### config.mk
export PLATFORM = sky130hd
export DESIGN_NAME = regfile_rename
export DESIGN_NICKNAME = d
export VERILOG_FILES = /design/src/rtl/regfile_rename.sv
export SDC_FILE = /design/constraint.sdc
export NUM_CORES = 2
export LEC_CHECK = 0
export CORE_MARGIN = 3
export CORE_UTILIZATION = 33
export CTS_CLUSTER_SIZE = 8
export DETAILED_ROUTE_END_ITERATION = 10
export PLACE_DENSITY = 0.48
export SYNTH_ARGS = -nofsm -noshare
export SYNTH_HDL_FRONTEND = slang
export SYNTH_SLANG_ARGS = --single-unit
### constraint.sdc
create_clock -name clk -period 4.8 [get_ports clk]
set_clock_uncertainty 0.15 [all_clocks]
set_input_delay 0.96 -clock clk [delete_from_list [all_inputs] [get_ports clk]]
set_output_delay 0.96 -clock clk [all_outputs]
set_load 0.02 [all_outputs]
### src/rtl/regfile_rename.sv
// Architectural register file with ROB rename tags.
// Commit/issue/rollback update state; two zero-latency operand queries.
module regfile_rename #(
  parameter int REG_NUM   = 32,
  parameter int REG_POS_W = 5,
  parameter int DATA_W    = 32,
  parameter int ROB_POS_W = 4
) (
  input  logic                 clk,
  input  logic                 rst,
  input  logic                 rdy,
  input  logic                 rollback,
  input  logic                 issue,
  input  logic [REG_POS_W-1:0] issue_rd,
  input  logic [ROB_POS_W-1:0] issue_rob_pos,
  input  logic                 reg_write,
  input  logic [REG_POS_W-1:0] reg_rd,
  input  logic [DATA_W-1:0]    reg_val,
  input  logic [ROB_POS_W-1:0] commit_rob_pos,
  input  logic [REG_POS_W-1:0] rs1_pos,
  output logic                 rs1_busy,
  output logic [DATA_W-1:0]    rs1_val,
  output logic [ROB_POS_W-1:0] rs1_rob_pos,
  input  logic [REG_POS_W-1:0] rs2_pos,
  output logic                 rs2_busy,
  output logic [DATA_W-1:0]    rs2_val,
  output logic [ROB_POS_W-1:0] rs2_rob_pos
);

  logic [DATA_W-1:0]    val_q [REG_NUM];
  logic [ROB_POS_W-1:0] tag_q [REG_NUM];
  logic [REG_NUM-1:0]   busy_q;

  logic commit_en;
  logic issue_en;

  assign commit_en = reg_write && (reg_rd != '0);
  assign issue_en  = issue && (issue_rd != '0);

  // Later assignments win: issue overrides the
  // commit clear, rollback overrides everything.
  always_ff @(posedge clk or negedge rst) begin
    if (!rst) begin
      for (int i = 0; i < REG_NUM; i++) begin
        val_q[i] <= '0;
        tag_q[i] <= '0;
      end
      busy_q <= '0;
    end else if (rdy) begin
      if (commit_en) begin
        val_q[reg_rd] <= reg_val;
        if (busy_q[reg_rd] &&
            tag_q[reg_rd] == commit_rob_pos)
          busy_q[reg_rd] <= 1'b0;
      end
      if (issue_en) begin
        busy_q[issue_rd] <= 1'b1;
        tag_q[issue_rd]  <= issue_rob_pos;
      end
      if (rollback)
        busy_q <= '0;
    end
  end

  logic [REG_POS_W-1:0] q_pos  [2];
  logic                 q_busy [2];
  logic [DATA_W-1:0]    q_val  [2];
  logic [ROB_POS_W-1:0] q_rob  [2];

  assign q_pos[0]    = rs1_pos;
  assign q_pos[1]    = rs2_pos;
  assign rs1_busy    = q_busy[0];
  assign rs1_val     = q_val[0];
  assign rs1_rob_pos = q_rob[0];
  assign rs2_busy    = q_busy[1];
  assign rs2_val     = q_val[1];
  assign rs2_rob_pos = q_rob[1];

  for (genvar g = 0; g < 2; g++) begin : g_query
    logic hit;

    // Forward a commit that retires the pending
    // producer of this register in the same cycle.
    assign hit = reg_write &&
                 reg_rd == q_pos[g] &&
                 q_pos[g] != '0 &&
                 busy_q[q_pos[g]] &&
                 tag_q[q_pos[g]] == commit_rob_pos;

    always_comb begin
      q_busy[g] = busy_q[q_pos[g]];
      q_val[g]  = val_q[q_pos[g]];
      q_rob[g]  = tag_q[q_pos[g]];
      if (q_pos[g] == '0) begin
        q_busy[g] = 1'b0;
        q_val[g]  = '0;
      end else if (hit) begin
        q_busy[g] = 1'b0;
        q_val[g]  = reg_val;
      end
    end
  end

endmodule

==> impl_metrics.csv <==
group,metric,value,unit
critical_path,crit_top_cell,"buf_12",
global_route,grt_pass1_vias,44600,
sta,finalCriticalPeriod,5.10,ns
logic_synthesis,syn_area,0.0655,mm^2
sta,slew_violations,0,
sta,final_hold_viol_count,0,
placement,routabilityCongestion,0.883,
route,wl_per_cell,32.7,um
critical_path,critPathCaptureType,"primary output",
layout,final_common_cell,"dfrtp_1",
critical_path,critical_path_arrival,3.99,ns
logic_synthesis,ys_warn_count,0,
logic_synthesis,async_reset_ff_frac,1.00,
layout,regArea,0.0296,mm^2
die,core-area,0.196,mm^2
power_and_ir_drop,ir_drop,337,uV
logic_synthesis,syn_inst,4234,
die,dieArea,0.204,mm^2
placement,post_dp_cell_area,0.0733,mm^2
power_and_ir_drop,power.density,363,mW/mm^2
logic_synthesis,synth_seq_cells,1184,
critical_path,critical_path_peak_fanout,8,
global_route,overflow,0,
sta,rsz0062_at_grt,"true",
clock_tree,clockRootBuffer,"clkbuf_16",
route,drt_iter0_markers,3089,
clock_tree,cts_buffer_depth,3,
global_route,antenna_found_initial,2,
route,drc_errors,0,
layout,drive_gt1_frac,0.567,
logic_synthesis,postSynthNetCount,4300,
clock_tree,h-tree-depth,4,
critical_path,cp_cell_sequence,"buf_8 > buf_4 > buf_12 > mux4_2 > mux4_2 > nand2_1 > o221ai_2 > xor2_2 > nor4_4 > buf_12 > buf_16 > mux2i_4 > buf_12 > buf_12",
clock_tree,tritoncts,"built",
logic_synthesis,ys_types,64,
power_and_ir_drop,power_leakage,34.1,nW
logic_synthesis,yosysSeqAreaShare,0.452,
die,initial_core_util,0.334,
global_route,grt_pass1_wl,340,mm
logic_synthesis,avgSynthCellArea,15.5,um^2
sta,relSlewSlack,0.223,
die,die_x,452,um
job,maxCapViolCount,0,
route,routed_via_density,5.89,
clock_tree,clk_pin_slew_worst_paths,0.05,ns
outcome,status,"complete, but fails checks",
layout,areaGrowthSynthToFinish,20.1,%
die,fp-row-count,162,
clock_tree,cts_buffers,167,
sta,setup_ws,-0.297,ns
sta,worstMarginPinSlew,1.16,ns
sta,finalCritPeriodShare,1.06,
logic_synthesis,synth_flop_cell,"dfrtp_1",
route,routed_wl,233,mm
die,pin_count,140,
placement,pre_cts_slack,-0.671,ns
global_route,track_usage,0.230,
clock_tree,cts.sinks,1184,
critical_path,start_kind,"input port",
sta,fmax,0.196,GHz
placement,post-dp-hpwl,147,mm
route,drtPass1Iterations,8,
die,die-height,452,um
critical_path,max_stage_delay,0.49,ns
route,ant_nets,0,
sta,setup_viol_count_final,63,
layout,final_area,0.0787,mm^2
layout,mostFrequentLayoutCells,"dfrtp_1 (1183), mux2_2 (1010), mux4_2 (744), buf_4 (292), clkbuf_16 (173)",
outcome,violations,"setup timing",
critical_path,path_class,"input port to primary output",
placement,portBuffers,139,
critical_path,cpMaxStageDelayCell,"mux4_2",
layout,fillers,18200,
clock_tree,insertion_delay,0.80,ns
hold_path,hold_path_class,"flip-flop to flip-flop",
critical_path,worstPathRequired,3.69,ns
layout,nets,4548,
route,vias,42000,
layout,multi_input_area,0.0349,mm^2
logic_synthesis,synth-edff-count,0,
global_route,grt_max_degree,119,
path summary, 6_finish.rpt:
path                       cells past startpoint                   start                endpoint  slack [ns]
setup / recovery                              14              rs2_pos[1]             rs2_val[18]       -0.30
hold / removal                                 0  val_q[996]$_DFFE_PN0P_  val_q[996]$_DFFE_PN0P_        0.22
setup reg to reg                               9   tag_q[18]$_DFFE_PN0P_  busy_q[15]$_DFFE_PN0P_        1.55
hold reg to reg                                0  val_q[996]$_DFFE_PN0P_  val_q[996]$_DFFE_PN0P_        0.22
max in group asynchronous                      3                     rst  val_q[676]$_DFFE_PN0P_        2.53
min in group asynchronous                      2                     rst  val_q[729]$_DFFE_PN0P_        0.57
logic make-up (layout without fill, tap and decap cells):
group / Yosys count / count (layout) / synth area share
other: 0 / 1 / 0
multiplexers: 1979 / 1979 / 0.466
AND/OR/NAND/NOR: 349 / 349 / 0.0261
flip-flops: 1184 / 1184 / 0.452
XOR/XNOR: 17 / 17 / 0.00227
AO/OA/AOI/OAI: 214 / 214 / 0.0224
buffers and inverters: 491 / 764 / 0.0308
stage by stage:
stage	cells	setup TNS (ns)	power, mW	utilization	hold slack [ns]
floorplan	4234	0	15.8	-	0.275
global placement	6904	-31.45	17.8	0.374	0.211
finish	7132	-10.24	28.6	0.401	0.223
global route	7132	-16.71	29.8	0.401	0.233
detailed placement	6904	-34.01	17.9	0.374	0.213
CTS	7127	-14.70	28.9	0.401	0.0275
state kept, by name, indices dropped and copies added (netlist names):
name	flops
busy_q	32
tag_q	128
val_q	1024
report_power, final:
group,internal [mW],switching [mW],leakage [nW]
sequential,11.3,0.955,15.8
clock,6.34,4.43,2.20
combinational,3.24,2.35,16.1
synthesized netlist by cell type, types with 3 or more instances:
cell      count  area share
dfrtp_1    1184        0.45
buf_4        15      0.0017
xnor2_1       5     0.00067
a211o_1       6     0.00080
mux2_2     1011        0.17
a31oi_1      20      0.0019
mux2_1      120       0.021
xor2_1       12      0.0016
buf_2        89      0.0068
a31o_1        3     0.00040
and3_1        8     0.00076
buf_1        64      0.0037
inv_1         7     0.00040
a211oi_1      7     0.00080
nor3_1       13     0.00099
o22ai_1      14      0.0013
a32oi_1       4     0.00053
mux4_2      744        0.26
or3_1         6     0.00057
o211ai_1     63      0.0072
nand3_1      18      0.0014
nand2_1     127      0.0073
nand2b_1     71      0.0068
a21oi_1      34      0.0026
o21ai_0      27      0.0021
inv_2         3     0.00017
nor2_1       67      0.0038
and2_1        3     0.00029
clkbuf_1    311       0.018
nor2b_1      11      0.0011
or2_2         5     0.00048
o21ai_1       6     0.00046
o22a_1        3     0.00040
mux2i_1     104       0.016
nand4_1       8     0.00076
area by class of cell:
cell class | count | area share
multi-input cells | 2559 | 0.444
flip-flops and latches | 1184 | 0.377
repair buffers | 559 | 0.0799
clock buffers | 185 | 0.0557
well taps | 2624 | 0.0417
clock inverters | 9 | 0.00129
inverters | 11 | 0.000588
diodes | 1 | 0.0000318
critical path: cells and delay by family:
| kind | cells | cell delay [ns] |
|---|---|---|
| xor+xnor | 1 | 0.19 |
| simple gates | 2 | 0.46 |
| buf+inv | 7 | 1.09 |
| mux | 3 | 1.12 |
| compound gates | 1 | 0.11 |
layer usage:
metal,global-route usage,wire [um]
met5,0,0
met4,0.0773,8150
met3,0.0341,10800
met2,0.369,112000
met1,0.321,103000
repair_timing:
item                                    CTS  global route
endpoints found under the setup margin   66            66
pin swaps                                 3             1
cloned                                    4             0
hold buffers                              0             1
endpoints found under the hold margin     0             6
setup buffers                            25             8
gates resized for setup                 296            28
(Power assumes the default switching activity.)
